### src/rtl/pixel_pkg.sv
// Shared types for the pixel writer: default resolution, the queued pixel
// record, the RGB888 -> RGB565 packer and the write FSM state encoding.
// Optional feature macro: PIXEL_WRITER_CLEAR_EN (adds the CLEAR state).
package pixel_pkg;

  localparam int H_RES_DEFAULT = 640;
  localparam int V_RES_DEFAULT = 480;

  typedef struct packed {
    logic [9:0]  x;
    logic [9:0]  y;
    logic [15:0] rgb565;
  } pixel_t;

  // Keep the top bits of each channel: 5 red, 6 green, 5 blue.
  function automatic logic [15:0] rgb565(input logic [7:0] r,
                                         input logic [7:0] g,
                                         input logic [7:0] b);
    return {r[7:3], g[7:2], b[7:3]};
  endfunction

`ifdef PIXEL_WRITER_CLEAR_EN
  typedef enum logic [1:0] {
    IDLE  = 2'd0,
    WRITE = 2'd1,
    CLEAR = 2'd2
  } state_t;
`else
  typedef enum logic [1:0] {
    IDLE  = 2'd0,
    WRITE = 2'd1
  } state_t;
`endif

endpackage

### src/rtl/pixel_fifo.sv
// Small synchronous FIFO holding accepted pixels until the write FSM can
// hand them to the framebuffer. Full/empty come from a registered count.
module pixel_fifo
  import pixel_pkg::*;
#(
  parameter int DEPTH = 4
) (
  input  logic   clk,
  input  logic   reset,
  input  logic   push,
  input  logic   pop,
  input  pixel_t din,
  output pixel_t dout,
  output logic   full,
  output logic   empty
);

  localparam int PW = $clog2(DEPTH);
  localparam logic [PW:0] FULL_COUNT = (PW + 1)'(DEPTH);

  pixel_t        storage [DEPTH];
  logic [PW-1:0] wr_ptr;
  logic [PW-1:0] rd_ptr;
  logic [PW:0]   count;
  logic          do_push;
  logic          do_pop;

  assign do_push = push && !full;
  assign do_pop  = pop && !empty;
  assign full    = (count == FULL_COUNT);
  assign empty   = (count == '0);
  assign dout    = storage[rd_ptr];

  // Storage array needs no reset; only the pointers define what is valid.
  always_ff @(posedge clk) begin
    if (do_push) storage[wr_ptr] <= din;
  end

  // Pointers wrap naturally because DEPTH is a power of two.
  always_ff @(posedge clk) begin
    if (reset) begin
      wr_ptr <= '0;
      rd_ptr <= '0;
      count  <= '0;
    end else begin
      if (do_push) wr_ptr <= wr_ptr + 1'b1;
      if (do_pop)  rd_ptr <= rd_ptr + 1'b1;
      case ({do_push, do_pop})
        2'b10:   count <= count + 1'b1;
        2'b01:   count <= count - 1'b1;
        default: count <= count;
      endcase
    end
  end

endmodule

### src/rtl/pixel_writer.sv
// Sink for the shader pixel stream: clips, queues, converts to a linear
// framebuffer address plus RGB565, and writes through a req/ack port.
// Optional feature macro: PIXEL_WRITER_CLEAR_EN (screen clear with clear_start).
module pixel_writer
  import pixel_pkg::*;
#(
  parameter int H_RES  = H_RES_DEFAULT,
  parameter int V_RES  = V_RES_DEFAULT,
  parameter int ADDR_W = 19,
  parameter int DEPTH  = 4
) (
  input  logic              clk,
  input  logic              reset,
  input  logic              write_pixel,
  input  logic [9:0]        x_pixel,
  input  logic [9:0]        y_pixel,
  input  logic [7:0]        R,
  input  logic [7:0]        G,
  input  logic [7:0]        B,
  input  logic              frame_end,
  output logic              pixel_ready,
  output logic              mem_req,
  output logic [ADDR_W-1:0] mem_addr,
  output logic [15:0]       mem_wdata,
  input  logic              mem_ack,
`ifdef PIXEL_WRITER_CLEAR_EN
  input  logic              clear_start,
  input  logic [15:0]       clear_color,
`endif
  output logic              frame_done,
  output logic              overflow,
  output logic [15:0]       clip_count
);

  localparam logic [ADDR_W-1:0] H_RES_A = ADDR_W'(H_RES);

  state_t            state;
  state_t            state_next;
  pixel_t            fifo_in;
  pixel_t            fifo_out;
  logic              fifo_full;
  logic              fifo_empty;
  logic              in_range;
  logic              push;
  logic              pop;
  logic              load_pixel;
  logic              clear_go;
  logic              frame_pend;
  logic              done_cond;
  logic [ADDR_W-1:0] addr_calc;

  assign in_range = ({22'd0, x_pixel} < H_RES) && ({22'd0, y_pixel} < V_RES);
  assign push     = write_pixel && pixel_ready && in_range;
  assign mem_req  = (state != IDLE);

  assign fifo_in.x      = x_pixel;
  assign fifo_in.y      = y_pixel;
  assign fifo_in.rgb565 = rgb565(R, G, B);

  assign addr_calc = ADDR_W'(fifo_out.y) * H_RES_A + ADDR_W'(fifo_out.x);

`ifdef PIXEL_WRITER_CLEAR_EN
  localparam logic [ADDR_W-1:0] LAST_ADDR = ADDR_W'(H_RES * V_RES - 1);

  logic load_clear;
  logic clear_step;

  assign clear_go    = clear_start && (state == IDLE);
  assign pixel_ready = !fifo_full && (state != CLEAR);
`else
  assign clear_go    = 1'b0;
  assign pixel_ready = !fifo_full;
`endif

  assign done_cond = frame_pend && fifo_empty && (state == IDLE) && !push && !clear_go;

  pixel_fifo #(.DEPTH(DEPTH)) u_fifo (
    .clk   (clk),
    .reset (reset),
    .push  (push),
    .pop   (pop),
    .din   (fifo_in),
    .dout  (fifo_out),
    .full  (fifo_full),
    .empty (fifo_empty)
  );

  // Write FSM state register.
  always_ff @(posedge clk) begin
    if (reset) state <= IDLE;
    else       state <= state_next;
  end

  // Next-state and pop/load decisions; a pending write never advances without ack.
  always_comb begin
    state_next = state;
    pop        = 1'b0;
    load_pixel = 1'b0;
`ifdef PIXEL_WRITER_CLEAR_EN
    load_clear = 1'b0;
    clear_step = 1'b0;
`endif
    case (state)
      IDLE: begin
`ifdef PIXEL_WRITER_CLEAR_EN
        if (clear_go) begin
          load_clear = 1'b1;
          state_next = CLEAR;
        end else if (!fifo_empty) begin
          pop        = 1'b1;
          load_pixel = 1'b1;
          state_next = WRITE;
        end
`else
        if (!fifo_empty) begin
          pop        = 1'b1;
          load_pixel = 1'b1;
          state_next = WRITE;
        end
`endif
      end
      WRITE: begin
        if (mem_ack) begin
          if (!fifo_empty) begin
            pop        = 1'b1;
            load_pixel = 1'b1;
          end else begin
            state_next = IDLE;
          end
        end
      end
`ifdef PIXEL_WRITER_CLEAR_EN
      CLEAR: begin
        if (mem_ack) begin
          if (mem_addr == LAST_ADDR) state_next = IDLE;
          else                       clear_step = 1'b1;
        end
      end
`endif
      default: state_next = IDLE;
    endcase
  end

  // Memory-stage address/data registers, held while a request waits for ack.
  always_ff @(posedge clk) begin
    if (reset) begin
      mem_addr  <= '0;
      mem_wdata <= '0;
    end else if (load_pixel) begin
      mem_addr  <= addr_calc;
      mem_wdata <= fifo_out.rgb565;
    end
`ifdef PIXEL_WRITER_CLEAR_EN
    else if (load_clear) begin
      mem_addr  <= '0;
      mem_wdata <= clear_color;
    end else if (clear_step) begin
      mem_addr  <= mem_addr + 1'b1;
    end
`endif
  end

  // Status: clipped pixels are counted, in-range pixels refused while full set overflow.
  always_ff @(posedge clk) begin
    if (reset) begin
      overflow   <= 1'b0;
      clip_count <= '0;
    end else begin
      if (write_pixel && in_range && !pixel_ready) overflow <= 1'b1;
      if (write_pixel && !in_range && (clip_count != 16'hFFFF))
        clip_count <= clip_count + 16'd1;
    end
  end

  // End-of-frame latch; a new frame_end wins over clearing so it is never lost.
  always_ff @(posedge clk) begin
    if (reset) begin
      frame_pend <= 1'b0;
      frame_done <= 1'b0;
    end else begin
      frame_done <= done_cond;
      if (frame_end)      frame_pend <= 1'b1;
      else if (done_cond) frame_pend <= 1'b0;
    end
  end

endmodule
### config.mk
export PLATFORM = sky130hd
export DESIGN_NAME = pixel_writer
export DESIGN_NICKNAME = d
export VERILOG_FILES = /design/src/rtl/pixel_pkg.sv /design/src/rtl/pixel_fifo.sv /design/src/rtl/pixel_writer.sv
export SDC_FILE = /design/constraint.sdc
export NUM_CORES = 1
export LEC_CHECK = 0
export CAP_MARGIN = 20
export CORE_UTILIZATION = 57
export CTS_BUF_LIST = sky130_fd_sc_hd__clkbuf_8
export CTS_CLUSTER_SIZE = 10
export DETAILED_ROUTE_END_ITERATION = 12
export GPL_TIMING_DRIVEN = 0
export MAX_ROUTING_LAYER = met4
export PLACE_DENSITY_LB_ADDON = 0.12
export SYNTH_ARGS = -nofsm -noshare
export SYNTH_HDL_FRONTEND = slang
export SYNTH_SLANG_ARGS = --single-unit
### constraint.sdc
create_clock -name clk -period 5 [get_ports clk]
set_clock_uncertainty 0.2 [all_clocks]
set_input_delay 0.5 -clock clk [delete_from_list [all_inputs] [get_ports clk]]
set_output_delay 0.5 -clock clk [all_outputs]
set_load 0.01 [all_outputs]
-- Word-level counts from Yosys, hierarchy flattened
Memory sizes are Yosys's and may differ from the RTL's. A register that Yosys moved wholly into a read port is not among the register bits.
Cells that the tools add are included.
- memory bits (writable): 144
- register bits after elaboration: 63
- input port bits: 49
- logic and storage cells: 64
- output and inout bits: 55
- memories: 1
- memory list (name ; depth ; width ; read ports ; clocked after Yosys merged registers in ; wr ports ; line ; source):
    u_fifo.storage ; 4 ; 36 ; 1 ; 1 ; 1 ; pixel_fifo.sv:21 ; pixel_t storage [DEPTH];
- $lt $le $gt $ge: 2
- add/sub/neg operators: 6
- multipliers: 1
- reductions and logical operators: 22
- eq/ne operators: 8
- muxes and demuxes: 14
- operators with widths (cell ; number):
    adder 19 x 10 -> 19 bit ; 1
    adder 16 x 1 -> 16 bit (second input constant) ; 1
    != test 16 bit (second input constant) ; 1
    logical AND 1 bit ; 12
    multiplier 10 x 3 -> 12 bit (second input constant) ; 1
    < comparator 10 bit (second input constant) ; 1
    < comparator 10 x 9 -> 1 bit (second input constant) ; 1
    two-way mux 2 bit ; 5
    two-way mux 1 bit ; 6
    != test 2 bit (second input constant) ; 3
    case mux 3 bit (2 select lines) ; 1
    nonzero test 2 bit ; 3
    adder 2 x 1 -> 2 bit (second input constant) ; 2
    == test 2 x 1 -> 1 bit (second input constant) ; 2
    logical NOT 1 bit ; 4
    case mux 2 bit (2 select lines) ; 1
    adder 3 x 1 -> 3 bit (second input constant) ; 1
    == test 3 bit (second input constant) ; 1
    logical NOT 3 bit ; 1
    AND reduction 3 bit ; 1
    subtractor 3 x 1 -> 3 bit (second input constant) ; 1
    == test 2 bit (second input constant) ; 1
    logical NOT 2 bit ; 1
    case mux 1 bit (2 select lines) ; 1

-- Longest topological paths before layout
Gate-level depths: netlist (run 1).
- depth in word-level cells: 8
- depth in mapped cells: 13

-- Modules after synthesis
From an unflattened synthesis (run 1), not the netlist that was laid out.
- cell total of the unflattened synthesis: 570
- area, all modules: 8460.6 µm²
- by module, submodules not included (module ; cells an instance ; times used ; seq. area each (µm²) ; area each (µm²)):
    pixel_fifo ; 242 ; 1 ; 4504.3 ; 5734.2
    pixel_writer ; 328 ; 1 ; 1101.1 ; 2726.4

-- Least setup slack after synthesis (run 1)
Ideal clock, no wire load.
- path kind: register to register
- from: register with a tool-made name
- to: register mem_addr[16]
- required time: 4.709 ns
- path slack: 0.901 ns
- path buffers: 3
- arrival time: 3.808 ns
- library setup time: 0.091 ns
- period minus slack after synthesis: 4.099 ns
- cell stages (with the launch flop): 13
- cell sequence: dfxtp_1 buf_2 buf_2 buf_2 mux4_2 ha_1 ha_1 fa_1 a21oi_1 nor2_1 o41ai_1 nand3_1 a311oi_1
- RTL lines (what ; line ; source):
    end signal, assigned ; pixel_writer.sv:150 ; mem_addr <= addr_calc;
    end, declared ; pixel_writer.sv:23 ; output logic [ADDR_W-1:0] mem_addr,

==> flow_summary.toml, run 1 <==
[status]
status = "finished clean"

[die]
io_pins = 104
core_mm2 = 0.0145
die_w_um = 124
row_count = 44
die_area_mm2 = 0.0153
die_y_um = 124
start_util = 0.583

[grt]
grt_max_degree = 21
grt_pass1_wl_um = 26500
grt_usage = 0.239
grt-ovfl-total = 0
grt_pass1_vias = 5337
antenna_found_initial = 0

[yosys]
synth_top_area_share = 0.512
yosysSeqAreaShare = 0.664
synth_area_mm2 = 0.00844
post-synth-top-area-cell = "edfxtp_1"
synth-main-ff-cell = "edfxtp_1"
yosys_warnings = 0
synth_seq_cells = 208
syn_area_per_cell_um2 = 14.6
syn_nets = 654
async_flop_share = 0
synth_enable_flop_cells = 144
synth_cells = 577
synth.area.top_cells = "edfxtp_1 51%, dfxtp_1 15%, mux4_2 9.6%"
synthDistinctLibCells = 51

[place]
place.gp.congestion = 0.836
hpwlAfterDp_um = 11300
numPortBuffers = 94

[setup_path]
critPathSlowestCell = "mux4_2"
cpPeakStageDelay_ns = 0.57
rr_worst_depth = 12
cp_data_required_time_ns = 5.24
endpoint = "mem_addr[18]$_SDFFE_PP0N_"
ff2ff_setup_slack_ns = 0.45
cp-end-kind = "register"
critPathLaunchType = "register"
timing.rr.end = "mem_addr[18]$_SDFFE_PP0N_"
arrival_ns = 4.78
path_cells = "buf_2 > buf_2 > clkbuf_4 > mux4_2 > ha_1 > ha_1 > fa_1 > xor2_1 > nor3b_2 > a21bo_1 > or3_1 > o211ai_1"
crit_type = "reg2reg"
path_max_fanout = 10

[timing]
finalSetupTns_ns = 0
rsz0062_at_grt = "no"
fin_crit_ns = 4.55
finalSetupViolCount = 0
period_share = 0.909
hold_slack_ns = 0.257
fmax_mhz = 220
hold_viol = 0
max_slew_margin = 0.567
drv_slew = 0
worstMarginPinSlew_ns = 0.649

[worst_hold_path]
hp-start = "mem_wdata[4]$_SDFFE_PP0N_"
min_path_type = "reg2reg"

[detailed_routing]
first_pass_iters = 5
ant_nets = 0
routedWlPerCell_um = 18.3
drc = 0
drt_iter0_drc = 259
totalWireLength_um = 16900
vias = 5264
via_per_inst = 5.71

[clock_tree]
cts.path.max_buffers = 3
clkLatencyLatePin_ns = 0.52
cts_max_level = 2
postCtsSetupBuffers = 0
root_buffer = "clkbuf_8"
clock-sinks = 208
ctsResizeCount = 0
postCtsHoldBufs = 0
cts_tree = "done"
clkTransAtPathRegs_ns = 0.05
cts_buffers = 35

[cells_and_area]
seq_area_mm2 = 0.00561
drive_gt1_frac = 0.133
syn_to_final_growth_pct = 22.5
final_common_cell = "edfxtp_1"
diodes = 0
nFillCells = 969
multi_input_area_mm2 = 0.00268
fin_nets = 789
final_cell_mix = "144 x edfxtp_1, 94 x clkdlybuf4s50_1, 67 x nand2_1"

[pwr]
p_per_area_mw_per_mm2 = 540
p_leak_nw = 3.59
peakVddDrop_v = 0.000276

[flow_run]
max_cap_violations = 0
## flip-flops by register name, summed over array words and instances, names as in the netlist, named ones only
signal / count
frame_done: 1
frame_pend: 1
u_fifo.wr_ptr: 2
u_fifo.rd_ptr: 2
u_fifo.storage: 144
overflow: 1
u_fifo.count: 3
state: 1
mem_wdata: 16
mem_addr: 19
clip_count: 16
## worst min path at each step
stage,end,slack [ns],cells past startpoint
5_1_grt,mem_wdata[0]$_SDFFE_PP0N_,0.28,2
3_3_place_gp,mem_wdata[7]$_SDFFE_PP0N_,0.25,2
6_report,mem_wdata[4]$_SDFFE_PP0N_,0.26,2
4_1_cts,mem_wdata[0]$_SDFFE_PP0N_,0.26,2
3_5_place_dp,mem_wdata[0]$_SDFFE_PP0N_,0.25,2
2_1_floorplan,frame_pend$_SDFFE_PP0P_,0.24,2
## synthesized netlist by cell type, types with 2 or more instances
| library cell | number |
|---|---|
| and3_1 | 5 |
| nor2b_1 | 2 |
| buf_2 | 5 |
| or4_1 | 2 |
| edfxtp_1 | 144 |
| o2111ai_1 | 2 |
| nand3b_1 | 3 |
| buf_1 | 2 |
| mux2i_1 | 3 |
| a21oi_1 | 43 |
| nand2b_1 | 5 |
| clkbuf_1 | 17 |
| nand2_1 | 67 |
| a31oi_1 | 2 |
| o22ai_1 | 2 |
| ha_1 | 25 |
| o21ai_1 | 5 |
| or3_1 | 11 |
| fa_1 | 3 |
| nand3_1 | 12 |
| a21bo_1 | 2 |
| xnor2_1 | 10 |
| xor2_1 | 13 |
| o21a_1 | 2 |
| a211oi_1 | 6 |
| dfxtp_1 | 64 |
| nor2_1 | 34 |
| and2_1 | 6 |
| buf_6 | 2 |
| a21o_1 | 3 |
| inv_1 | 12 |
| nand4_1 | 4 |
| and4_1 | 2 |
| a41oi_1 | 2 |
| o21ai_0 | 4 |
| mux4_2 | 36 |
## per-stage QoR
step	instances	area [um^2]	total power [mW]	util	worst slack, ns
floorplan	577	8440	3.62	-	0.901
global placement	855	9610	4.22	0.664	0.308
detailed placement	859	9720	4.30	0.671	0.259
CTS	922	10300	5.62	0.713	0.189
global route	922	10300	5.96	0.714	0.0717
finish	922	10300	5.59	0.714	0.455
## report_power, final
| part | internal (mW) | switching (mW) | leakage [nW] |
|---|---|---|---|
| logic | 0.982 | 1.19 | 1.38 |
| clock network | 0.669 | 0.630 | 0.386 |
| registers | 2.01 | 0.100 | 1.82 |
| total | 3.66 | 1.92 | 3.59 |
## cell families after synthesis
group                      after synthesis  synth area share
xor gates and xnor gates                23            0.0239
AOI/OAI and AO/OA                       81            0.0586
DFF                                    208             0.664
adders and majority gates               28            0.0442
buffers and inverters                   39            0.0199
and+or+nand+nor                        159            0.0898
muxes                                   39            0.0996
## final cells by class
type,count,area share
inverters,13,0.00472
plain buffers,26,0.0117
repair buffers,98,0.101
multi-input cells,330,0.259
clock buffers,36,0.0479
well taps,184,0.0223
clock inverters,27,0.0109
flip-flops and latches,208,0.542
## critical path, delay by kind of cell, from the launching register on
| family | cells | cell delay [ns] |
|---|---|---|
| muxes | 1 | 0.57 |
| buffers and inverters | 3 | 1.03 |
| and+or+nand+nor | 2 | 0.67 |
| adders and majority gates | 3 | 0.99 |
| AOI/OAI and AO/OA | 2 | 0.44 |
| DFF | 1 | 0.30 |
| xor gates and xnor gates | 1 | 0.26 |
## routing by layer
metal,vias to the layer above,track usage,share of wire
li1,2460,-,-
met1,2622,0.307,0.43
met2,156,0.386,0.50
met3,26,0.0559,0.055
met4,0,0.0655,0.016
met5,-,-,0
(Power assumes the default switching activity.)
==> run 2: changes to the inputs <==
MAX_ROUTING_LAYER = not set   (was met4)
==> run 2 against run 1 <==
Utilization unchanged. First-iteration DRC count decreased by 1.9%. Register-to-register slack about the same. Critical endpoint unchanged. Highest routed layer unchanged. Cell count unchanged. Fmax decreased by 0.10%. Sequential power about the same. Critical path type unchanged. Sequential share of layout area unchanged. Die area unchanged. Global-route usage decreased by 0.69 points.
==> flow_summary.toml, run 2 (synthesis gave the netlist of run 1 again) <==
[setup_path]
crit_type = "reg2reg"
path_max_fanout = 10
arrival_ns = 4.79
cpPeakStageDelay_ns = 0.57
timing.rr.end = "mem_addr[18]$_SDFFE_PP0N_"
rr_worst_depth = 12
ff2ff_setup_slack_ns = 0.45
cp_data_required_time_ns = 5.24
path_cells = "buf_2 > buf_2 > clkbuf_4 > mux4_2 > ha_1 > ha_1 > fa_1 > xor2_1 > nor3b_2 > a21bo_1 > or3_1 > o211ai_1"
critPathSlowestCell = "mux4_2"
critPathLaunchType = "register"
cp-end-kind = "register"
critPathBufInv = 3
crit_family = "buffers and inverters"

[cells_and_area]
largest_reg_flops = 144
final_cell_mix = "144 x edfxtp_1, 94 x clkdlybuf4s50_1, 67 x nand2_1"
regMostFlops = "u_fifo.storage"
nFillCells = 969
syn_to_final_growth_pct = 22.5
fin_nets = 789
final_common_cell = "edfxtp_1"
reg.largest.list = "u_fifo.storage (144), mem_addr (19)"
drive_gt1_frac = 0.133
diodes = 0

[clock_tree]
postCtsSetupBuffers = 0
cts_max_level = 2
clkTransAtPathRegs_ns = 0.05
postCtsHoldBufs = 0
clock-sinks = 208
cts_tree = "done"
cts.path.max_buffers = 3
root_buffer = "clkbuf_8"
cts_buffers = 35
clkLatencyLatePin_ns = 0.52

[worst_hold_path]
min_path_type = "reg2reg"
worstHoldEndpoint = "mem_wdata[4]$_SDFFE_PP0N_"
worstHoldPathCells = 2
hp-start = "mem_wdata[4]$_SDFFE_PP0N_"

[place]
hpwlAfterDp_um = 11300
place.gp.congestion = 0.823
numPortBuffers = 94
preCtsSetupSlack_ns = 0.259

[grt]
grt-busiest-layer = "met2"
grt_usage = 0.233
grt_util_met1 = 0.306
antenna_found_initial = 0
gr-usage-met3 = 0.0572
grt_pass1_wl_um = 26600
grt_max_degree = 21
grt_pass1_vias = 5331
gr-usage-met2 = 0.386
grt-ovfl-total = 0

[timing]
finalSetupViolCount = 0
setup_ws_ns = 0.450
fin_crit_ns = 4.55
finalSetupTns_ns = 0
rsz0062_at_grt = "no"
hold_viol = 0
period_share = 0.910
max_slew_margin = 0.570
drv_slew = 0
worstMarginPinSlew_ns = 0.645
fmax_mhz = 220

[die]
start_util = 0.583
io_pins = 104
die_w_um = 124
die_area_mm2 = 0.0153
die_y_um = 124
core_mm2 = 0.0145
row_count = 44

[detailed_routing]
drt_iter0_drc = 254
routedWlPerCell_um = 18.3
ant_nets = 0
via_per_inst = 5.70
drc = 0
vias = 5260
first_pass_iters = 4
totalWireLength_um = 16900

[status]
status = "finished clean"

[pwr]
p_per_area_mw_per_mm2 = 541
p_leak_nw = 3.59
peakVddDrop_v = 0.000277

[flow_run]
max_cap_violations = 0
## run 2: metal layers
| layer | part of all wire | wire length [um] |
|---|---|---|
| met1 | 0.43 | 7260 |
| met5 | 0 | 0 |
| met2 | 0.50 | 8450 |
| met3 | 0.055 | 921 |
| met4 | 0.016 | 268 |
## run 2: worst max path at each step
stage | from | endpoint | slack (ns) | cells past startpoint
3_5_place_dp | register | mem_addr[16]$_SDFFE_PP0N_ | 0.26 | 12
3_3_place_gp | register | mem_addr[16]$_SDFFE_PP0N_ | 0.31 | 12
2_1_floorplan | register | mem_addr[16]$_SDFFE_PP0N_ | 0.90 | 12
6_report | register | mem_addr[18]$_SDFFE_PP0N_ | 0.45 | 12
5_1_grt | register | mem_addr[18]$_SDFFE_PP0N_ | 0.07 | 12
4_1_cts | register | mem_addr[16]$_SDFFE_PP0N_ | 0.19 | 12
## run 2: worst reg2reg max path, stage by stage (launching register included)
cell and delay, ns:
dfxtp_1 0.30, buf_2 0.28, buf_2 0.39, clkbuf_4 0.37, mux4_2 0.57, ha_1 0.33
ha_1 0.23, fa_1 0.44, xor2_1 0.27, nor3b_2 0.36, a21bo_1 0.27, or3_1 0.31
o211ai_1 0.17
## run 2: what timing repair did
| item | in CTS | in global routing |
|---|---|---|
| gates resized for setup | 0 | 2 |
| endpoints found under the setup margin | 0 | 3 |
| hold endpoints to repair | 0 | 0 |
## run 2: report_power, final
part / internal (mW) / switching [mW]
logic: 0.982 / 1.19
clock network: 0.669 / 0.632
registers: 2.01 / 0.0998
## run 2: stage by stage
step	hold WS, ns	area, um^2	total power, mW	std cells	util
after CTS	0.262	10300	5.62	922	0.713
after global placement	0.245	9610	4.22	855	0.664
final	0.257	10300	5.59	922	0.714
after floorplan	0.243	8440	3.62	577	-
after detailed placement	0.254	9720	4.30	859	0.671
after global routing	0.275	10300	5.96	922	0.714
## run 2: cell type report
class	count	area (um^2)	area share
clock buffer	36	495	0.0479
tap	184	230	0.0223
multi-input combinational	330	2680	0.259
inverter	13	48.8	0.00472
sequential	208	5610	0.542
clock inverter	27	113	0.0109
buffer	26	121	0.0117
timing repair buffer	98	1040	0.101
